===== src/rtl/gate_sweep_ctrl_if.sv =====
// Purpose: bundles the sweep control, gate stimulus/response and result signals.
// Latency: n/a (wiring only).
// Backpressure: none; master is the sequencer, slave is the environment.
interface gate_sweep_ctrl_if #(
    parameter int N_IN = 2
);
    logic              start;
    logic              abort;
    logic [N_IN-1:0]   pattern;
    logic [2:0]        dut_o;
    logic              busy;
    logic              done;
    logic              pass;
    logic [N_IN:0]     err_count;
    logic [N_IN-1:0]   first_err_pat;
    logic [2:0]        first_err_mask;

    modport master (
        input  start, abort, dut_o,
        output pattern, busy, done, pass, err_count, first_err_pat, first_err_mask
    );

    modport slave (
        output start, abort, dut_o,
        input  pattern, busy, done, pass, err_count, first_err_pat, first_err_mask
    );
endinterface


===== src/rtl/gate_sweep_ctrl.sv =====
// Purpose: exhaustive truth-table sweep of three AND gates against a reference AND.
// Latency: 2^N_IN*(SETTLE+1)+1 cycles from accepted start to the done pulse.
// Backpressure: none; start ignored while busy, abort ends a sweep early (no done).
module gate_sweep_ctrl #(
    parameter int N_IN   = 2,
    parameter int SETTLE = 2
) (
    input  logic               clk,
    input  logic               rst_n,
    gate_sweep_ctrl_if.master  bus
);

    localparam int CNT_W = (SETTLE > 1) ? $clog2(SETTLE) : 1;
    localparam logic [CNT_W-1:0] CNT_INIT = CNT_W'(SETTLE - 1);
    localparam logic [N_IN:0]    ERR_ONE  = (N_IN + 1)'(1);
    localparam logic [N_IN-1:0]  PAT_ONE  = N_IN'(1);

    typedef enum logic [1:0] {
        ST_IDLE  = 2'd0,
        ST_WAIT  = 2'd1,
        ST_CHECK = 2'd2,
        ST_DONE  = 2'd3
    } state_t;

    state_t             state_q, state_d;
    logic [CNT_W-1:0]   cnt_q, cnt_d;
    logic [N_IN-1:0]    pattern_q, pattern_d;
    logic [N_IN:0]      err_count_q, err_count_d;
    logic [N_IN-1:0]    first_err_pat_q, first_err_pat_d;
    logic [2:0]         first_err_mask_q, first_err_mask_d;
    logic               pass_q, pass_d;

    logic [2:0]         expected;
    logic [2:0]         mask;
    logic               last_pat;

    // Reference AND of the current pattern and per-gate mismatch vector.
    always_comb begin
        expected = {3{&pattern_q}};
        mask     = bus.dut_o ^ expected;
        last_pat = &pattern_q;
    end

    // Next-state and result update logic of the sweep sequencer.
    always_comb begin
        state_d          = state_q;
        cnt_d            = cnt_q;
        pattern_d        = pattern_q;
        err_count_d      = err_count_q;
        first_err_pat_d  = first_err_pat_q;
        first_err_mask_d = first_err_mask_q;
        pass_d           = pass_q;

        case (state_q)
            ST_IDLE: begin
                pattern_d = '0;
                // start wins over a simultaneous abort here: abort is not looked at
                if (bus.start) begin
                    err_count_d      = '0;
                    first_err_pat_d  = '0;
                    first_err_mask_d = '0;
                    pass_d           = 1'b0;
                    cnt_d            = CNT_INIT;
                    state_d          = ST_WAIT;
                end
            end

            ST_WAIT: begin
                if (bus.abort) begin
                    state_d   = ST_IDLE;
                    pattern_d = '0;
                    pass_d    = 1'b0;
                end else if (cnt_q == '0) begin
                    state_d = ST_CHECK;
                end else begin
                    cnt_d = cnt_q - CNT_W'(1);
                end
            end

            ST_CHECK: begin
                // The sample is recorded even when abort arrives in the same cycle.
                if (mask != 3'b000) begin
                    err_count_d = err_count_q + ERR_ONE;
                    if (err_count_q == '0) begin
                        first_err_pat_d  = pattern_q;
                        first_err_mask_d = mask;
                    end
                end
                if (bus.abort) begin
                    state_d   = ST_IDLE;
                    pattern_d = '0;
                    pass_d    = 1'b0;
                end else if (last_pat) begin
                    // Verdict includes this final check, visible alongside done.
                    state_d = ST_DONE;
                    pass_d  = (err_count_d == '0);
                end else begin
                    pattern_d = pattern_q + PAT_ONE;
                    cnt_d     = CNT_INIT;
                    state_d   = ST_WAIT;
                end
            end

            ST_DONE: begin
                // abort is ignored here; the sweep completes normally
                state_d   = ST_IDLE;
                pattern_d = '0;
            end

            default: begin
                state_d   = ST_IDLE;
                pattern_d = '0;
            end
        endcase
    end

    // State and result registers with asynchronous clear.
    always_ff @(posedge clk or negedge rst_n) begin
        if (!rst_n) begin
            state_q          <= ST_IDLE;
            cnt_q            <= '0;
            pattern_q        <= '0;
            err_count_q      <= '0;
            first_err_pat_q  <= '0;
            first_err_mask_q <= '0;
            pass_q           <= 1'b0;
        end else begin
            state_q          <= state_d;
            cnt_q            <= cnt_d;
            pattern_q        <= pattern_d;
            err_count_q      <= err_count_d;
            first_err_pat_q  <= first_err_pat_d;
            first_err_mask_q <= first_err_mask_d;
            pass_q           <= pass_d;
        end
    end

    assign bus.pattern        = pattern_q;
    assign bus.busy           = (state_q != ST_IDLE);
    assign bus.done           = (state_q == ST_DONE);
    assign bus.pass           = pass_q;
    assign bus.err_count      = err_count_q;
    assign bus.first_err_pat  = first_err_pat_q;
    assign bus.first_err_mask = first_err_mask_q;

endmodule


===== src/flat_wrapper.sv =====
// flat-port wrapper written by rule: the top's interface ports become plain ports
module gate_sweep_ctrl_flat 
#(
    parameter int N_IN   = 2,
    parameter int SETTLE = 2
)
  (clk, rst_n, bus_start, bus_abort, bus_dut_o, bus_pattern, bus_busy, bus_done, bus_pass, bus_err_count, bus_first_err_pat, bus_first_err_mask);
  gate_sweep_ctrl_if #(.N_IN(N_IN)) bus_i ();
  input  logic clk;
  input  logic rst_n;
  input wire logic [$bits(bus_i.start)-1:0] bus_start;
  input wire logic [$bits(bus_i.abort)-1:0] bus_abort;
  input wire logic [$bits(bus_i.dut_o)-1:0] bus_dut_o;
  output wire logic [$bits(bus_i.pattern)-1:0] bus_pattern;
  output wire logic [$bits(bus_i.busy)-1:0] bus_busy;
  output wire logic [$bits(bus_i.done)-1:0] bus_done;
  output wire logic [$bits(bus_i.pass)-1:0] bus_pass;
  output wire logic [$bits(bus_i.err_count)-1:0] bus_err_count;
  output wire logic [$bits(bus_i.first_err_pat)-1:0] bus_first_err_pat;
  output wire logic [$bits(bus_i.first_err_mask)-1:0] bus_first_err_mask;
  assign bus_i.start = bus_start;
  assign bus_i.abort = bus_abort;
  assign bus_i.dut_o = bus_dut_o;
  assign bus_pattern = bus_i.pattern;
  assign bus_busy = bus_i.busy;
  assign bus_done = bus_i.done;
  assign bus_pass = bus_i.pass;
  assign bus_err_count = bus_i.err_count;
  assign bus_first_err_pat = bus_i.first_err_pat;
  assign bus_first_err_mask = bus_i.first_err_mask;
  gate_sweep_ctrl #(.N_IN(N_IN), .SETTLE(SETTLE)) u_core (.clk(clk), .rst_n(rst_n), .bus(bus_i));
endmodule

===== config.mk =====
export PLATFORM = sky130hd
export DESIGN_NAME = gate_sweep_ctrl_flat
export DESIGN_NICKNAME = d
export VERILOG_FILES = /design/src/rtl/gate_sweep_ctrl_if.sv /design/src/rtl/gate_sweep_ctrl.sv /design/src/flat_wrapper.sv
export SDC_FILE = /design/constraint.sdc
export NUM_CORES = 1
export LEC_CHECK = 0
export CAP_MARGIN = 25
export CELL_PAD_IN_SITES_DETAIL_PLACEMENT = 0
export CELL_PAD_IN_SITES_GLOBAL_PLACEMENT = 2
export CORE_UTILIZATION = 27
export CTS_CLUSTER_DIAMETER = 60
export CTS_CLUSTER_SIZE = 10
export DETAILED_ROUTE_END_ITERATION = 8
export PLACE_DENSITY = 0.78
export SLEW_MARGIN = 20
export SYNTH_ARGS = -nofsm -noshare
export SYNTH_HDL_FRONTEND = slang
export SYNTH_SLANG_ARGS = --single-unit

===== constraint.sdc =====
create_clock -name clk -period 1.9 [get_ports clk]
set_clock_uncertainty 0.2 [all_clocks]
set_input_delay 0.38 -clock clk [delete_from_list [all_inputs] [get_ports clk]]
set_output_delay 0.38 -clock clk [all_outputs]
set_load 0.01 [all_outputs]

==> impl_metrics.tcl <==
set metrics [dict create \
    cts.sinks 14 \
    synth_compound_area_share_pct 23.63 \
    cp.depth 1 \
    synth_mux_area_share_pct 4.569 \
    outcome "finished, final reports clean" \
    hold_violations 0 \
    leakage_nw 0.6094 \
    synth-simple-area-share_pct 21.41 \
    clkLatencyLatePin_ns 0.29 \
    finalInstanceArea_um2 1408 \
    areaGrowthSynthToFinish_pct 46.87 \
    syn-num-nets 113 \
    ys_types 37 \
    hold_buffers 0 \
    cap_viol_max_count 0 \
    fmax_mhz 541.1 \
    setup_ws_ns 0.05178 \
    ff_latch_area_um2 354.1 \
    synth_warnings 0 \
    path_clk_slew_ns 0.10 \
    ys_ff_latch 14 \
    cts_made_buffers 3 \
    r2r_end "u_core.bus.err_count[2]$_DFFE_PN0P_" \
    fp-row-count 21 \
    period_share_pct 97.27 \
    endpoint "bus_err_count[2]" \
    crit_fanout 7 \
    ios 20 \
    crit_start "u_core.bus.err_count[2]$_DFFE_PN0P_" \
    port_buffers 19 \
    coreArea_um2 3363 \
    hp-class "primary input to async pin" \
    gp_routability_congestion 0.7734 \
    globalRouteOverflowTotal 0 \
    critPathKind "flip-flop to primary output" \
    reg2reg_slack_ns 0.06 \
    drive_gt1_share_pct 29.50 \
    vias_per_cell 4.816 \
    r2r-start "u_core.bus.pattern[1]$_DFFE_PN0P_" \
    slowest_delay_ns 0.55 \
    synthAdderAreaFrac_pct 3.916 \
    ant_nets 0 \
    required_ns 1.32 \
    cp_cell_sequence "clkdlybuf4s50_1" \
    path_buf_inv 1 \
    cts_buffer_depth 2 \
    cp_top_family "buffers and inverters" \
    yosys.area_share.xor_xnor_pct 4.569 \
    finalSetupViolCount 0 \
    die_w_um 61.58 \
    relSlewSlack_pct 52.65 \
    start_util_pct 28.50 \
    rsz0062_at_grt "yes" \
    htree_levels 1 \
    cts_setup_buffers 0 \
    drt_iter0_markers 77 \
    grt_pass1_wl_mm 3.746 \
    cts_tree "done" \
    min_period_ns 1.848 \
    irDropWorstVdd_uv 396.9 \
    dp_hpwl_mm 1.762 \
    wl_per_cell_um 13.49 \
    grt_pass1_vias 815 \
    dr.pass1.iters 4 \
    die_h_um 61.58 \
    synth_seq_area_share_pct 36.55 \
    drc 0 \
    reg2reg_depth 5 \
    grt_max_degree 21 \
    synth_top_family_by_area "compound AO/OA/AOI/OAI gates" \
    final_nets 150 \
    fin_hold_ws_ns 0.1944 \
    antennaDiodeCount 0 \
    tns_ns 0 \
    clockRootBuffer "clkbuf_4" \
    track_usage_pct 13.82 \
    vias 891 \
    start_kind "flip-flop" \
    die_area_um2 3792 \
    syn_inst 103 \
    drt-total-wl_mm 2.495 \
    finalPower_w 0.001250 \
    maxSlewViolCount 0 \
    syn_area_um2 958.4 \
    multiInputGateArea_um2 611.8 \
    slowest_stage "clkdlybuf4s50_1" \
    worstSetupEndpointType "primary output" \
    pre_cts_slack_ns -0.3947 \
    nFillCells 366 \
    powerDensity_nw_per_um2 887.8 \
    synth.avg_cell_area_um2 9.305 \
    worstMarginPinSlew_ns 0.7087 \
    placed_cell_area_um2 1349 \
    antenna_found_initial 0 \
    cp.arrival_ns 1.27 \
]
-- cell usage in the layout (no fill, tap or decap), drive strengths merged, types with 3 or more instances in the layout --
| cell | count |
|---|---|
| a211oi | 3 |
| a21oi | 3 |
| a22o | 3 |
| a22oi | 3 |
| buf | 19 |
| clkbuf | 4 |
| clkdlybuf4s50 | 12 |
| dfrtp | 14 |
| dlygate4sd2 | 6 |
| ha | 3 |
| inv | 5 |
| mux2 | 3 |
| nand2 | 10 |
| nand2b | 3 |
| nand3 | 6 |
| nor2 | 8 |
| nor2b | 3 |
| nor3 | 3 |
| o211ai | 5 |
| o21ai | 3 |
| xor2 | 4 |
-- cell usage after synthesis --
| library cell | count | share of area (%) |
|---|---|---|
| or2_2 | 1 | 0.65 |
| buf_2 | 2 | 1.0 |
| nor2_1 | 8 | 3.1 |
| nor4_4 | 1 | 2.2 |
| mux2_1 | 2 | 2.3 |
| xnor2_1 | 1 | 0.91 |
| a211oi_1 | 2 | 1.6 |
| o2bb2ai_1 | 1 | 0.91 |
| o211ai_1 | 5 | 3.9 |
| a2111oi_4 | 1 | 2.9 |
| o22ai_1 | 1 | 0.65 |
| and3_1 | 1 | 0.65 |
| nand3_1 | 6 | 3.1 |
| mux2_2 | 1 | 1.2 |
| dfrtp_1 | 14 | 37 |
| and2_1 | 1 | 0.65 |
| nor3_1 | 3 | 1.6 |
| o21ai_0 | 3 | 1.6 |
| o21a_1 | 1 | 0.78 |
| a211oi_2 | 1 | 1.3 |
| a22o_1 | 3 | 2.7 |
| o21bai_1 | 1 | 0.78 |
| o221ai_1 | 1 | 0.91 |
| a21oi_1 | 3 | 1.6 |
| nand2_1 | 10 | 3.9 |
| or4_1 | 1 | 0.78 |
| nor2b_1 | 3 | 2.0 |
| xor2_1 | 4 | 3.7 |
| a22oi_1 | 3 | 2.3 |
| buf_6 | 1 | 1.2 |
| ha_1 | 3 | 3.9 |
| or2b_1 | 1 | 0.78 |
| mux2i_1 | 1 | 1.0 |
| inv_1 | 5 | 2.0 |
| clkbuf_1 | 3 | 1.2 |
| o41ai_2 | 1 | 1.7 |
| nand2b_1 | 3 | 2.0 |
-- what timing repair did --
action	4_1_cts	5_1_grt
cloned	0	0
endpoints found under the setup margin	14	8
pin swaps	0	10
resized for setup	10	5
-- layer usage --
metal | routed length [um] | global-route usage [%] | share of wire [%] | up-vias
met1 | 1245 | 19.57 | 50 | 429
met2 | 1167 | 21.04 | 47 | 14
met5 | 0 | 0 | 0 | -
li1 | - | - | - | 446
met4 | 16 | 5.714 | 0.64 | 0
met3 | 66 | 1.891 | 2.6 | 2
-- how the worst min path moves through the flow --
| stage | startpoint | to | slack, ns | cells past startpoint |
|---|---|---|---|---|
| 3_5_place_dp | u_core.bus.first_err_mask[1]$_DFFE_PN0P_ | u_core.bus.first_err_mask[1]$_DFFE_PN0P_ | 0.32 | 2 |
| 3_3_place_gp | u_core.bus.first_err_mask[2]$_DFFE_PN0P_ | u_core.bus.first_err_mask[2]$_DFFE_PN0P_ | 0.31 | 2 |
| 2_1_floorplan | rst_n | u_core.bus.err_count[0]$_DFFE_PN0P_ | -0.12 | 0 |
| 4_1_cts | rst_n | u_core.bus.err_count[1]$_DFFE_PN0P_ | 0.19 | 2 |
| 5_1_grt | rst_n | u_core.bus.err_count[1]$_DFFE_PN0P_ | 0.23 | 2 |
| 6_report | rst_n | u_core.bus.pass$_DFFE_PN0P_ | 0.19 | 2 |
-- registers in the layout, indices dropped and copies added, names as in the netlist --
name and cells:
u_core.cnt_q 1, u_core.bus.first_err_pat 2, u_core.bus.first_err_mask 3, u_core.bus.err_count 3, u_core.state_q 2, u_core.bus.pattern 2
u_core.bus.pass 1
-- cell families (layout without fill, tap and decap cells) --
logic type,after synthesis,count (layout)
XOR/XNOR,5,5
buffers and inverters,11,47
multiplexers,4,4
flip-flops,14,14
AND/OR/NAND/NOR,39,39
AO/OA/AOI/OAI,27,27
adder cells (fa/ha/maj),3,3
-- through the flow --
| stage | utilization [%] | cells |
|---|---|---|
| after floorplan | - | 103 |
| after global placement | 40.10 | 181 |
| after detailed placement | 40.10 | 181 |
| after CTS | 41.03 | 185 |
| after global routing | 41.85 | 185 |
| final | 41.85 | 185 |
-- final cells by class --
| type | count | area share (%) |
|---|---|---|
| multi-input cells | 78 | 43.47 |
| well taps | 46 | 4.089 |
| flip-flops and latches | 14 | 25.16 |
| repair buffers | 38 | 23.38 |
| clock buffers | 4 | 2.578 |
| inverters | 5 | 1.333 |
-- power breakdown --
| group | leakage (nW) | switching, W | total [W] | internal, W |
|---|---|---|---|---|
| sequential | 0.184 | 0.0000395 | 0.000388 | 0.000348 |
| combinational | 0.404 | 0.000331 | 0.000636 | 0.000305 |
| clock | 0.0210 | 0.000109 | 0.000226 | 0.000117 |
No activity file was read; power rests on OpenSTA's default activity.
